File: config.mk
export PLATFORM = sky130hd
export DESIGN_NAME = token_embedder
export DESIGN_NICKNAME = d
export VERILOG_FILES = /design/src/rtl/token_embedder.sv
export SDC_FILE = /design/constraint.sdc
export NUM_CORES = 1
export LEC_CHECK = 0
export BUFFER_PORTS_ARGS = -buffer_cell sky130_fd_sc_hd__buf_2
export CORE_MARGIN = 5
export CORE_UTILIZATION = 45
export DETAILED_ROUTE_END_ITERATION = 8
export MAX_ROUTING_LAYER = met4
export PLACE_DENSITY = 0.78
export SYNTH_ARGS = -nofsm -noshare
export SYNTH_HDL_FRONTEND = slang
export SYNTH_SLANG_ARGS = --single-unit
File: constraint.sdc
create_clock -name i_clk -period 2.6 [get_ports i_clk]
set_input_delay 0.52 -clock i_clk [delete_from_list [all_inputs] [get_ports i_clk]]
set_output_delay 0.52 -clock i_clk [all_outputs]
set_load 0.05 [all_outputs]
File: src/rtl/token_embedder.sv
// Token embedder: walks a zero-terminated token-ID list and copies each token's
// embedding row from the embedding SRAM into a contiguous activation SRAM region.
module token_embedder #(
   parameter int unsigned ADDR_WIDTH     = 4,
   parameter int unsigned DATA_WIDTH     = 8,
   parameter int unsigned EMB_DIM        = 4,
   parameter int unsigned EMB_ADDR_WIDTH = 8,
   parameter int unsigned ACT_ADDR_WIDTH = 8
) (
   input  logic                      i_clk,
   input  logic                      i_rst,
   input  logic                      i_cs,
   output logic [ADDR_WIDTH-1:0]     o_tok_addr,
   input  logic [DATA_WIDTH-1:0]     i_tok_rdata,
   output logic [EMB_ADDR_WIDTH-1:0] o_emb_addr,
   input  logic [DATA_WIDTH-1:0]     i_emb_rdata,
   output logic [ACT_ADDR_WIDTH-1:0] o_act_addr,
   output logic [DATA_WIDTH-1:0]     o_act_wdata,
   output logic                      o_act_we,
   output logic                      o_busy,
   output logic                      o_done,
   output logic [ADDR_WIDTH:0]       o_tok_count
);

   localparam int unsigned KW = (EMB_DIM > 1) ? $clog2(EMB_DIM) : 1;
   localparam logic [KW-1:0] KLast = KW'(EMB_DIM - 1);

   localparam logic [2:0] StIdle   = 3'd0;
   localparam logic [2:0] StTfetch = 3'd1;
   localparam logic [2:0] StTchk   = 3'd2;
   localparam logic [2:0] StStream = 3'd3;
   localparam logic [2:0] StDrain  = 3'd4;
   localparam logic [2:0] StDone   = 3'd5;

   logic [2:0]                r_state;
   logic [ADDR_WIDTH-1:0]     r_tok_addr;
   logic [ADDR_WIDTH:0]       r_tok_count;
   logic [EMB_ADDR_WIDTH-1:0] r_base;
   logic [EMB_ADDR_WIDTH-1:0] r_emb_last;
   logic [KW-1:0]             r_k;
   logic [ACT_ADDR_WIDTH-1:0] r_act_addr;
   logic                      r_we;

   logic [EMB_ADDR_WIDTH-1:0] w_base;
   logic [EMB_ADDR_WIDTH-1:0] w_emb_addr;

   // Only the low EMB_ADDR_WIDTH bits of the product matter, so truncate before multiplying.
   assign w_base     = EMB_ADDR_WIDTH'(i_tok_rdata) * EMB_ADDR_WIDTH'(EMB_DIM);
   assign w_emb_addr = r_base + EMB_ADDR_WIDTH'(r_k);

   always_ff @(posedge i_clk or posedge i_rst) begin
      if (i_rst) begin
         r_state     <= StIdle;
         r_tok_addr  <= '0;
         r_tok_count <= '0;
         r_base      <= '0;
         r_emb_last  <= '0;
         r_k         <= '0;
         r_act_addr  <= '0;
         r_we        <= 1'b0;
      end else begin
         // Write strobe trails each embedding read by the SRAM's one-cycle latency.
         r_we <= (r_state == StStream);
         if (r_we) begin
            r_act_addr <= r_act_addr + ACT_ADDR_WIDTH'(1);
         end
         case (r_state)
            StIdle, StDone: begin
               if (i_cs) begin
                  r_state     <= StTfetch;
                  r_tok_addr  <= '0;
                  r_act_addr  <= '0;
                  r_tok_count <= '0;
               end
            end
            StTfetch: r_state <= StTchk;
            StTchk: begin
               if (i_tok_rdata == '0) begin
                  r_state <= StDone;
               end else begin
                  r_base  <= w_base;
                  r_k     <= '0;
                  r_state <= StStream;
               end
            end
            StStream: begin
               r_emb_last <= w_emb_addr;
               r_k        <= r_k + KW'(1);
               if (r_k == KLast) begin
                  r_state <= StDrain;
               end
            end
            StDrain: begin
               r_tok_count <= r_tok_count + (ADDR_WIDTH+1)'(1);
               if (r_tok_addr == {ADDR_WIDTH{1'b1}}) begin
                  r_state <= StDone;
               end else begin
                  r_tok_addr <= r_tok_addr + ADDR_WIDTH'(1);
                  r_state    <= StTfetch;
               end
            end
            default: r_state <= StIdle;
         endcase
      end
   end

   assign o_tok_addr  = r_tok_addr;
   assign o_emb_addr  = (r_state == StStream) ? w_emb_addr : r_emb_last;
   assign o_act_addr  = r_act_addr;
   assign o_act_wdata = r_we ? i_emb_rdata : '0;
   assign o_act_we    = r_we;
   assign o_busy      = (r_state != StIdle) && (r_state != StDone);
   assign o_done      = (r_state == StDone);
   assign o_tok_count = r_tok_count;

endmodule

# Yosys cells after proc, flatten, opt, wreduce, memory -nomap -nowiden
# Index checks and enable logic that the tools add are counted.
# word_totals
wordCells	55
inputBits	19
output_inout_bits	36
register_bits	37
# op_classes
n_eq_ne	12
n_bitwise	1
add_sub_neg	5
n_reduce_logical	12
muxes	17
# op_table
op	n
8-bit 2-to-1 mux	5
3-bit case mux with 5 select lines	1
3-bit 2-to-1 mux	4
5-bit case mux with 2 select lines	1
8-bit by 1-bit adder with 8-bit output (second input constant)	1
8-bit by 2-bit adder with 8-bit output	1
8-bit zero test	1
4-bit 2-to-1 mux	2
2-bit != test (second input constant)	4
4-bit case mux with 2 select lines	1
2-bit AND reduction	4
3-bit by 2-bit == test with 1-bit output (second input constant)	2
3-bit == test (second input constant)	2
5-bit by 1-bit adder with 5-bit output (second input constant)	1
5-bit 2-to-1 mux	1
4-bit by 1-bit adder with 4-bit output (second input constant)	1
4-bit == test (second input constant)	1
2-bit case mux with 2 select lines	1
2-bit nonzero test	2
3-bit by 1-bit == test with 1-bit output (second input constant)	1
3-bit zero test	1
3-bit != test (second input constant)	1
3-bit AND reduction	1
3-bit nonzero test	1
other kinds (6)	6

# Depth between registers and ports, before layout
# logic_depth
depth_word	4
ltp_mapped	6

# Worst setup path before layout
# Ideal clock, no wire load.
# synth_timing
path_type	flip-flop to output port
from	register r_state[2]
to	output o_emb_addr[4]
path_stages_with_launch	5
arrival_ps	2117
path_buffers	2
t_required_ps	2080
slack_ps	-37
path_cell_list	dfrtp_1 > buf_2 > nand3b_1 > clkbuf_1 > o21ai_0
# synth_via
elab_chain_cells	2
# synth_lines
element	line	rtl
from (decl)	35	logic [2:0] r_state;
from (signal assigned)	53	r_state <= StIdle;
from (signal assigned)	70	r_state <= StTfetch;
from (signal assigned)	76	StTfetch: r_state <= StTchk;
3-bit by 2-bit == test with 1-bit output	108	assign o_emb_addr = (r_state == StStream) ? w_emb_addr : r_emb_last;
8-bit 2-to-1 mux	-	
to (decl)	15	output logic [EMB_ADDR_WIDTH-1:0] o_emb_addr,
# No other way between the ends.

# Final worst setup path
# layout_timing
from	register r_state[2]
to	output o_emb_addr[1]
# The elaborated chain is that of the path after synthesis.

==> metrics.txt <==
Die H 74.0 um; initial antenna violation count 0; CTS Buffer Depth 2; Unique masters post-synth 43; CTS tree built; post-cts sizing count 0; cell mode on critical path nand2_1; DRC 0; routability cong. 0.787; Crit Path Class register to primary output; I/O pin count 55; Worst EP arrival 1.75 ns; fillcell total 386; starting density of the core 0.461; Multi-input gate area 842 um^2; clock-pin transition on the worst setup and hold timing paths around 0.07 ns; Tightest Hold Check Type input port to async pin; RSZ-0062 raised after global routing false; clk_lat worst skew 0.28 ns; GR Util All Layers 0.150; fin. max-slew vios 0; Synth Register Bits 37; Seq/Total Area, Yosys 0.502; worst-path fanout max 12; max cap viols 0; setup_tns 0 ns; cts hold-fix bufs 0; area grow syn2layout 22.9%; Synth Instances 176; actual slew at the worst max-slew pin 0.506 ns; maximum clock rate 441 MHz; Req. time, crit path approximately 2.1 ns; mapped cell area 0.00184 mm^2; r2r setup slk 0.83 ns; Main synth FF type dfrtp_1; drt wl/cell 12.9 um; GR peak layer met2; worst stage delay on the critical path 0.55 ns; vias in the first global route 1379; Post-DRT Antenna Nets 0; clock sinks 37; die area 0.00548 mm^2; IO buf count 54; first-pass GRT wire length 6.20 mm; GR Util met3 0.0324; Final Cycle Share 0.873; buffer count from post-CTS setup fixing 0; minimum clock period ~2.3 ns; WL final 3.65 mm; Syn Nets 199; TritonCTS buffer count 5; H-tree depth 2; Slew Limit Headroom 0.660; Hold Fails Final Rpt 0; CP Cell Sequence nand3b_1 > clkinv_1 > nand2_1 > nand2_1 > buf_2; status completed; Syn Area/Cell ~10 um^2; die width 74.0 um; Critical Path Sink Type primary output; M2 GR Usage 0.237; setup violators final 0; Yosys warnings 0; most frequent cells in the layout buf_2, dfrtp_1, nand2_1; vias per cell 4.93; Root Driver clkbuf_8; clk_skew 0.00323 ns; FF/Latch Area 926 um^2; Synth async-reset ratio 1.00; commonest non-fill, non-tap cell in the layout buf_2; DR iter-0 viols 90; layout cells sized above 1 0.338; pin count of the biggest net entering global routing 38; fin nets 256; number of synthesized flops with an enable pin 0; total number of vias around 1400; ANT cells 0; Post-DP HPWL roughly 2.7 mm; CORE AREA 0.00400 mm^2; crit start category register; FP Rows 23; GRT Residual Overflow 0; TritonRoute pass-1 iters 4; met1 Usage GRT 0.185; CP max stage cell dfrtp_1
==> cells by family after synthesis <==
| family | Yosys count | share of synthesized area |
|---|---|---|
| AOI/OAI and AO/OA | 25 | 0.109 |
| muxes | 7 | 0.0516 |
| and+or+nand+nor | 81 | 0.231 |
| adders and majority gates | 4 | 0.0271 |
| xor gates and xnor gates | 8 | 0.0380 |
| DFF | 37 | 0.502 |
| buffers and inverters | 14 | 0.0414 |
==> synthesized netlist by cell type (3+ instances only) <==
| cell | number | share of area |
|---|---|---|
| nand2_1 | 35 | 0.071 |
| clkbuf_1 | 3 | 0.0061 |
| nand4_1 | 5 | 0.017 |
| nand3b_1 | 3 | 0.012 |
| nor3_1 | 4 | 0.011 |
| ha_1 | 4 | 0.027 |
| xor2_1 | 6 | 0.028 |
| buf_6 | 3 | 0.018 |
| nor2_1 | 11 | 0.022 |
| inv_1 | 6 | 0.012 |
| a21oi_1 | 3 | 0.0081 |
| o21ai_0 | 7 | 0.019 |
| dfrtp_1 | 37 | 0.50 |
| and2_1 | 8 | 0.027 |
| mux2_4 | 5 | 0.041 |
==> worst max-delay path: cells and delay by family, from the launching register on <==
kind / cells / cell delay (ns)
flip-flops: 1 / 0.55
AND/OR/NAND/NOR: 3 / 0.43
buffers and inverters: 2 / 0.47
==> final cells by class <==
| type | count | share of cell area |
|---|---|---|
| Clock buffer | 7 | 0.0381 |
| Clock inverter | 1 | 0.0133 |
| Inverter | 7 | 0.0116 |
| Multi-Input combinational cell | 125 | 0.372 |
| Sequential cell | 37 | 0.409 |
| Tap cell | 50 | 0.0276 |
| Timing Repair Buffer | 57 | 0.129 |
==> sequential cells by signal, summed over array words and instances (netlist names) <==
name,count
r_k,2
r_state,3
o_tok_count,5
r_emb_last,8
o_act_we,1
o_act_addr,8
r_base,6
o_tok_addr,4
==> worst paths after layout <==
kind,startpoint,to,cells past startpoint
max in group asynchronous,i_rst,r_emb_last[6],3
min in group i_clk,i_tok_rdata[2],r_base[4],3
hold reg to reg,r_emb_last[6],r_emb_last[6],2
setup reg to reg,r_state[1],r_base[3],3
setup / recovery,r_state[2],o_emb_addr[1],5
hold / removal,i_rst,r_emb_last[0],3
==> layer usage <==
metal  vias to the layer above  routed length [um]
li1                        714                   -
met1                       652                1660
met2                        30                1750
met3                         5                 186
met4                         0                  50
met5                         -                   0
==> metrics by stage <==
stage                     utilization  cell area [um^2]  setup WS (ns)  cells  hold WS, ns
after floorplan                     -              1840          0.235    176        0.475
after global placement          0.537              2150          0.687    276        0.455
after detailed placement        0.537              2150          0.652    276        0.453
after CTS                       0.566              2270          0.334    284        0.333
after global routing            0.566              2270          0.207    284        0.373
final                           0.566              2270          0.331    284        0.330
Power is not shown: default switching activity piles up to over one toggle a cycle in this logic, so the estimate is an artifact.
